[config.mk]
export PLATFORM = sky130hd
export DESIGN_NAME = hazard_scoreboard_unit
export DESIGN_NICKNAME = d
export VERILOG_FILES = /design/src/rtl/hazard_scoreboard_unit.sv
export SDC_FILE = /design/constraint.sdc
export NUM_CORES = 1
export LEC_CHECK = 0
export CELL_PAD_IN_SITES_DETAIL_PLACEMENT = 1
export CELL_PAD_IN_SITES_GLOBAL_PLACEMENT = 1
export CORE_ASPECT_RATIO = 1.75
export CORE_MARGIN = 2
export CORE_UTILIZATION = 47
export DETAILED_ROUTE_END_ITERATION = 8
export DONT_BUFFER_PORTS = 1
export GPL_TIMING_DRIVEN = 1
export PLACE_DENSITY = 0.79
export SLEW_MARGIN = 20
export SYNTH_ARGS = -nofsm -noshare
export SYNTH_HDL_FRONTEND = slang
export SYNTH_SLANG_ARGS = --single-unit
export TNS_END_PERCENT = 10
[constraint.sdc]
create_clock -name clk_i -period 3.1 [get_ports clk_i]
set_input_delay 0 -clock clk_i [delete_from_list [all_inputs] [get_ports clk_i]]
set_output_delay 0 -clock clk_i [all_outputs]
set_load 0.01 [all_outputs]
[src/rtl/hazard_scoreboard_unit.sv]
// rtl/hazard_scoreboard_unit.sv - hazard detection, forwarding and MDU scoreboard for the 5-stage pipeline
module hazard_scoreboard_unit #(
  parameter int ADDR_W  = 5,
  parameter int MDU_LAT = 4,
  parameter int CNT_W   = $clog2(MDU_LAT + 1)
) (
  input  logic              clk_i,
  input  logic              rst_i,
  input  logic [ADDR_W-1:0] rs1_addr_D_i,
  input  logic [ADDR_W-1:0] rs2_addr_D_i,
  input  logic [ADDR_W-1:0] rs1_addr_E_i,
  input  logic [ADDR_W-1:0] rs2_addr_E_i,
  input  logic [ADDR_W-1:0] rd_addr_E_i,
  input  logic              rd_wr_E_i,
  input  logic              mdu_op_E_i,
  input  logic              kill_E_i,
  input  logic              rd_wr_M_i,
  input  logic [ADDR_W-1:0] rd_addr_M_i,
  input  logic              is_load_M_i,
  input  logic              rd_wr_W_i,
  input  logic [ADDR_W-1:0] rd_addr_W_i,
  output logic [1:0]        fwd_rs1_E_o,
  output logic [1:0]        fwd_rs2_E_o,
  output logic [1:0]        fwd_rs1_D_o,
  output logic [1:0]        fwd_rs2_D_o,
  output logic              stall_o,
  output logic              bubble_M_o,
  output logic              mdu_issue_o,
  output logic              mdu_wb_valid_o,
  output logic [ADDR_W-1:0] mdu_wb_rd_o,
  output logic [CNT_W-1:0]  mdu_inflight_o
);

  // Scoreboard: one slot per MDU pipeline stage; slot MDU_LAT-1 is the completing result.
  logic [MDU_LAT-1:0] sb_valid;
  logic [ADDR_W-1:0]  sb_rd [MDU_LAT];
  logic [CNT_W-1:0]   inflight_q;

  // Match against a live entry still ahead of the tail (result not yet available).
  function automatic logic pending(input logic [ADDR_W-1:0] r);
    logic hit;
    hit = 1'b0;
    for (int i = 0; i < MDU_LAT - 1; i++) begin
      if (sb_valid[i] && (sb_rd[i] != '0) && (sb_rd[i] == r)) hit = 1'b1;
    end
    return hit;
  endfunction

  // Match against the live tail entry, whose result is on the writeback bus this cycle.
  function automatic logic tail(input logic [ADDR_W-1:0] r);
    return sb_valid[MDU_LAT-1] && (sb_rd[MDU_LAT-1] != '0) && (sb_rd[MDU_LAT-1] == r);
  endfunction

  // E-stage operand select: MDU tail is youngest producer, then M (non-load), then W.
  function automatic logic [1:0] fwd_e(input logic [ADDR_W-1:0] s);
    if (s == '0)                                              return 2'b00;
    else if (tail(s))                                         return 2'b11;
    else if (rd_wr_M_i && !is_load_M_i && (rd_addr_M_i == s)) return 2'b10;
    else if (rd_wr_W_i && (rd_addr_W_i == s))                 return 2'b01;
    else                                                      return 2'b00;
  endfunction

  // D-stage operand select: MDU tail first, then W.
  function automatic logic [1:0] fwd_d(input logic [ADDR_W-1:0] s);
    if (s == '0)                              return 2'b00;
    else if (tail(s))                         return 2'b10;
    else if (rd_wr_W_i && (rd_addr_W_i == s)) return 2'b01;
    else                                      return 2'b00;
  endfunction

  logic ld_use, raw_mdu, waw_mdu, stall_int, issue_int;

  // Hazard detection; stall never depends on issue so no loop forms through the scoreboard.
  always_comb begin
    ld_use    = rd_wr_M_i && is_load_M_i && (rd_addr_M_i != '0) &&
                ((rd_addr_M_i == rs1_addr_E_i) || (rd_addr_M_i == rs2_addr_E_i));
    raw_mdu   = pending(rs1_addr_E_i) || pending(rs2_addr_E_i);
    waw_mdu   = rd_wr_E_i && (rd_addr_E_i != '0) && pending(rd_addr_E_i);
    stall_int = !kill_E_i && (ld_use || raw_mdu || waw_mdu);
    issue_int = mdu_op_E_i && rd_wr_E_i && !kill_E_i && !stall_int;
  end

  // Outputs held inactive while reset is asserted.
  always_comb begin
    fwd_rs1_E_o = 2'b00;
    fwd_rs2_E_o = 2'b00;
    fwd_rs1_D_o = 2'b00;
    fwd_rs2_D_o = 2'b00;
    stall_o     = 1'b0;
    mdu_issue_o = 1'b0;
    if (!rst_i) begin
      fwd_rs1_E_o = fwd_e(rs1_addr_E_i);
      fwd_rs2_E_o = fwd_e(rs2_addr_E_i);
      fwd_rs1_D_o = fwd_d(rs1_addr_D_i);
      fwd_rs2_D_o = fwd_d(rs2_addr_D_i);
      stall_o     = stall_int;
      mdu_issue_o = issue_int;
    end
    bubble_M_o = stall_o;
  end

  // Scoreboard shift runs every cycle, independent of stall, since the MDU pipeline never freezes.
  always_ff @(posedge clk_i or posedge rst_i) begin
    if (rst_i) begin
      sb_valid <= '0;
      for (int i = 0; i < MDU_LAT; i++) sb_rd[i] <= '0;
    end else begin
      sb_valid <= {sb_valid[MDU_LAT-2:0], issue_int};
      sb_rd[0] <= rd_addr_E_i;
      for (int i = 1; i < MDU_LAT; i++) sb_rd[i] <= sb_rd[i-1];
    end
  end

  // In-flight count tracks popcount of valid bits: +1 on issue, -1 on tail drain.
  always_ff @(posedge clk_i or posedge rst_i) begin
    if (rst_i) begin
      inflight_q <= '0;
    end else begin
      case ({issue_int, sb_valid[MDU_LAT-1]})
        2'b10:   inflight_q <= inflight_q + CNT_W'(1);
        2'b01:   inflight_q <= inflight_q - CNT_W'(1);
        default: inflight_q <= inflight_q;
      endcase
    end
  end

  assign mdu_wb_valid_o = sb_valid[MDU_LAT-1];
  assign mdu_wb_rd_o    = sb_rd[MDU_LAT-1];
  assign mdu_inflight_o = inflight_q;

endmodule

Yosys cells after proc, flatten, opt, wreduce, memory -nomap -nowiden. Index checks and enable logic that the tools add are counted.

Add/sub/neg operators: 2. Eq/ne operators: 21. Muxes and demuxes: 30. Reduce and logical (&&, ||, !) cells: 51.

Operators by type and width (number): $eq A5 B5 Y1 (19); $logic_and A1 B1 Y1 (33); $reduce_bool A5 Y1 (6); $mux W2 (14); $logic_not A5 Y1 (4); $mux W1 (15); $pmux W3 S2 (1); $logic_or A1 B1 Y1 (4); $add A3 B1 Y3 const B (1); $logic_not A1 Y1 (3); $sub A3 B1 Y3 const B (1); $eq A2 B1 Y1 const B (1); $eq A2 B2 Y1 const B (1); $reduce_bool A2 Y1 (1).

Register bits: 27. Output and inout bits: 20. Word-level logic and storage cells: 110.

Longest topological paths before layout.
Depth after elaboration: 14. Gate-level depth with buffers: 13. Gate-level depth less buffers: 12.

Worst setup path after synthesis. OpenSTA, ideal clock, no wires.

Path type: reg-to-reg. Start: register sb_rd[16] (netlist name). End: register inflight_q[2] (netlist: mdu_inflight_o[2]). Arrival time: 2.469 ns. Data required time: 2.975 ns. Setup slack: 0.506 ns. Stages on the path, launching flop included: 13. Period minus slack after synthesis: 2.594 ns. Cell sequence: dfrtp_1 -> or4_1 -> o21ai_2 -> nor4_1 -> o311ai_1 -> and4bb_1 -> nand3_1 -> ha_1 -> inv_1 -> fa_1 -> xor2_1 -> nor2_1 -> xor2_1.

Word-level cells in the longest chain between the ends: 14. Elaborated cells between the ends (all ways): 28. Those cells by class: eq/ne (5); mux (10); reduce/logical (13).

RTL lines: start, declared (line 36) `logic [ADDR_W-1:0] sb_rd [MDU_LAT];`; $reduce_bool A5 Y1 (line 44) `if (sb_valid[i] && (sb_rd[i] != '0) && (sb_rd[i] == r)) hit = 1'b1;`; $logic_and A1 B1 Y1 (2 in series) (line 44); $mux W1 (3 in series) (line 44); $logic_or A1 B1 Y1 (line 77) `raw_mdu = pending(rs1_addr_E_i) || pending(rs2_addr_E_i);`; $logic_or A1 B1 Y1 (line 79) `stall_int = !kill_E_i && (ld_use || raw_mdu || waw_mdu);`; $logic_or A1 B1 Y1 * (line 79); $logic_and A1 B1 Y1 * (line 79); $logic_not A1 Y1 * (line 80) `issue_int = mdu_op_E_i && rd_wr_E_i && !kill_E_i && !stall_int;`; $logic_and A1 B1 Y1 * (line 80); $eq A2 B1 Y1 / $eq A2 B2 Y1 (equally long branches) (line 119) `case ({issue_int, sb_valid[MDU_LAT-1]})`; $pmux W3 S2 / $reduce_bool A2 Y1 (equally long branches); end signal, assigned (line 120) `2'b10: inflight_q <= inflight_q + CNT_W'(1);`; end signal, assigned (line 121) `2'b01: inflight_q <= inflight_q - CNT_W'(1);`; end signal, assigned (line 122) `default: inflight_q <= inflight_q;`; end, declared (line 37) `logic [CNT_W-1:0] inflight_q;`.

Every way passes the cells marked *; elsewhere a longest branch is shown, timed or not. A chain may end at the register's enable or synchronous reset.

Worst setup path after layout.
Start: register sb_rd[6] (netlist name). End: register inflight_q[2] (netlist: mdu_inflight_o[2]).

Word-level cells in the longest chain between the ends: 12. Elaborated cells between the ends (all ways): 22. Those cells by class: eq/ne (5); mux (4); reduce/logical (13).

RTL lines (line): $reduce_bool A5 Y1 (44); $logic_and A1 B1 Y1 (2 in series) (44); $mux W1 (44); $logic_or A1 B1 Y1 (77); $logic_or A1 B1 Y1 (79); $logic_or A1 B1 Y1 * (79); $logic_and A1 B1 Y1 * (79); $logic_not A1 Y1 * (80); $logic_and A1 B1 Y1 * (80); $eq A2 B1 Y1 / $eq A2 B2 Y1 (equally long branches) (119); $pmux W3 S2 / $reduce_bool A2 Y1 (equally long branches).

Marks and branches as above.

==> metrics.txt <==
area grow syn2layout=3.69%; Initial Utilization=0.481; FF+latch count, synth=27; Avg Inst Size Synth=9.22 um2; tightest hold margin=54.1 ps; Clock Pin Slew Worst Setup and Hold Paths=90 ps; Post-Synthesis Cells=239; DIE HEIGHT=94.6 um; nets=276; initial antenna violation count=0; total die area=5270 um2; clock sink count=27; fmax=0.352 GHz; layout cell share with drive strength beyond 1=0.0348; CP Launch Type=flop; CTS tree=built; Max Cap Viol=0; final setup fails=0; io pins=63; cell-internal power=591 uW; I/O Buffers=0; status=finished, final reports clean; worst hold path stage count=1; DR DRC count=0; DR vias=1669; final slew viol count=0; RSZ-0062 raised after global routing=no; clock group share of total power=0.236; vias per inst=5.92; initial drt markers=33; critical path type=reg -> reg; CTS root buffer=clkbuf_8; total negative setup slack=0 ps; Logic pwr share=0.242; Clock Path Buffers=2; total CTS buffers=3; first-pass GRT wire length=9690 um; Synth cell types=33; total grt overflow=0; vias in the first global route=1924; flop-to-flop setup slack=260 ps; Die X=55.8 um; start of the worst register-to-register path=sb_rd[6]; wire length per cell=22.2 um; first drt pass iteration count=4; gr usage total=0.245; met1 capacity usage during global routing=0.227; r2r worst-path depth=12; Final Hold Fails=0; Setup crit end kind=flop; critical path arrival=3000 ps; Seq/Total Area, Yosys=0.307; grt met2 use=0.522; WP data required=3260 ps; post-cts sizing count=0; Final period util=0.916; post-synthesis net count=284; critical path peak fanout=5; Ys Warns=0; Layout Skew=3.10 ps; sw power=267 uW; gr busiest metal=met2; largest net degree at the start of global routing=18; Pleak=0.845 nW; fin crit period=2840 ps; global placement routability congestion=0.779; synthesized area=2200 um2; H-tree levels=1; grt met3 use=0.0247; Least-Margin Pin Slew=649 ps; Inserted Diodes=0; HP Class=in -> out; Tot Pwr=858 uW; PD cells=375 nW/um2; DP Wirelength=5000 um; sequential share of power=0.523; clk_lat worst skew=270 ps; Final ANT Viol Nets=0; hold_sp=rst_i; reg-to-reg endpoint=mdu_inflight_o[2]; Switching Fraction=0.312; post-layout util=0.498; Hold EP=fwd_rs1_D_o[1]; row cnt=33; headroom to the max-slew limit=0.564; Max VDD drop=0.000353 V; Core Box Area=4580 um2; WL final=6250 um
==> area by class of cell <==
cell class              instances  area, um2
clock buffers                   3       41.3
multi-input cells             186       1400
repair buffers                  9       87.6
clock inverters                 1       5.00
well taps                      52       65.1
inverters                       4       15.0
fillers                       547       2300
flip-flops and latches         27        676
==> cell families (layout without fill, tap and decap cells) <==
family / count (synthesis) / count (layout) / synth area share
buffers and inverters: 26 / 17 / 0.0602
multiplexers: 1 / 1 / 0.00454
flip-flops: 27 / 27 / 0.307
AND/OR/NAND/NOR: 69 / 69 / 0.178
XOR/XNOR: 98 / 98 / 0.390
adder cells (fa/ha/maj): 2 / 2 / 0.0148
AO/OA/AOI/OAI: 16 / 16 / 0.0460
==> worst max path at each step <==
stage,startpoint,slack [ps],endpoint,depth (start not counted)
2_1_floorplan,sb_rd[16],510,mdu_inflight_o[2],12
3_3_place_gp,sb_rd[16],380,mdu_inflight_o[2],12
3_5_place_dp,sb_rd[6],310,mdu_inflight_o[2],12
4_1_cts,sb_rd[6],270,mdu_inflight_o[2],12
5_1_grt,sb_rd[6],60,mdu_inflight_o[2],12
6_report,sb_rd[6],260,mdu_inflight_o[2],12
==> cells in the final DEF, fill, tap and decap left out <==
master and count:
o22ai_1 1, nor4b_1 1, o2111ai_1 1, clkinv_2 1, nand2_1 6, a22oi_1 2
fa_1 1, xor2_1 57, xnor2_1 41, nand4_1 4, dfrtp_1 27, dlygate4sd3_1 8
ha_1 1, and4bb_1 1, nor2b_1 3, clkbuf_8 3, o21ai_2 2, o21ai_0 2
or4_1 8, nor3_1 12, o311ai_1 1, nor2_1 9, nor4_1 9, and3_1 1
mux2i_1 1, nor4_2 1, o21ai_1 2, nand3_1 12, buf_4 1, inv_1 4
and4_1 1, nor3b_1 1, a21oi_1 5
==> cell usage after synthesis <==
| library cell | n | area share |
|---|---|---|
| nor4_1 | 9 | 0.026 |
| nor3b_1 | 1 | 0.0034 |
| xor2_1 | 57 | 0.23 |
| nor4_2 | 1 | 0.0057 |
| nor4b_1 | 1 | 0.0040 |
| nor3_1 | 12 | 0.027 |
| and4_1 | 1 | 0.0040 |
| buf_4 | 6 | 0.020 |
| buf_2 | 10 | 0.023 |
| nand2_1 | 6 | 0.010 |
| nor2_1 | 9 | 0.015 |
| o21ai_2 | 2 | 0.0080 |
| fa_1 | 1 | 0.0091 |
| o21ai_1 | 2 | 0.0045 |
| a21oi_1 | 5 | 0.011 |
| and4bb_1 | 1 | 0.0057 |
| dfrtp_1 | 27 | 0.31 |
| mux2i_1 | 1 | 0.0045 |
| inv_1 | 4 | 0.0068 |
| ha_1 | 1 | 0.0057 |
| nor2b_1 | 3 | 0.0085 |
| o311ai_1 | 1 | 0.0040 |
| a22oi_1 | 2 | 0.0068 |
| xnor2_1 | 41 | 0.16 |
| o2111ai_1 | 1 | 0.0040 |
| buf_1 | 1 | 0.0017 |
| nand4_1 | 4 | 0.011 |
| nand3_1 | 12 | 0.027 |
| o22ai_1 | 1 | 0.0028 |
| or4_1 | 8 | 0.027 |
| o21ai_0 | 2 | 0.0045 |
| and3_1 | 1 | 0.0028 |
| clkbuf_1 | 5 | 0.0085 |
==> flip-flops by register name, summed over array words and instances, names as in the netlist <==
signal	count
sb_rd	15
mdu_wb_rd_o	5
sb_valid	4
mdu_inflight_o	3
==> critical path: stages, from the launching register on <==
cell	delay [ps]
dfrtp_1	460
or4_1	550
o21ai_1	230
nor4_2	90
o311ai_1	210
and4bb_1	290
nand3_1	100
ha_1	210
inv_1	80
fa_1	170
xor2_1	140
nor2_1	60
xor2_1	140
==> what timing repair did <==
item | in CTS | in global routing
hold buffers | 8 | 0
hold endpoints to repair | 16 | 0
buffers inserted | 0 | 0
==> power by group through the flow <==
stage	Combinational, mW	Clock [mW]	Sequential (mW)
final	0.207	0.202	0.448
after global routing	0.233	0.218	0.455
after CTS	0.210	0.207	0.449
after detailed placement	0.200	0	0.456
after global placement	0.191	0	0.455
after floorplan	0.199	0	0.435
==> layer usage <==
metal | wire, um | part of all wire
met5 | 0 | 0
met2 | 3870 | 0.62
met1 | 2020 | 0.32
met3 | 175 | 0.028
met4 | 193 | 0.031
==> through the flow <==
stage / worst slack, ps / std cells / instance area (um2)
after floorplan: 506 / 239 / 2200
after global placement: 378 / 270 / 2160
after detailed placement: 307 / 270 / 2160
after CTS: 269 / 282 / 2280
after global routing: 64.0 / 282 / 2280
final: 262 / 282 / 2280
(Power assumes the default switching activity.)
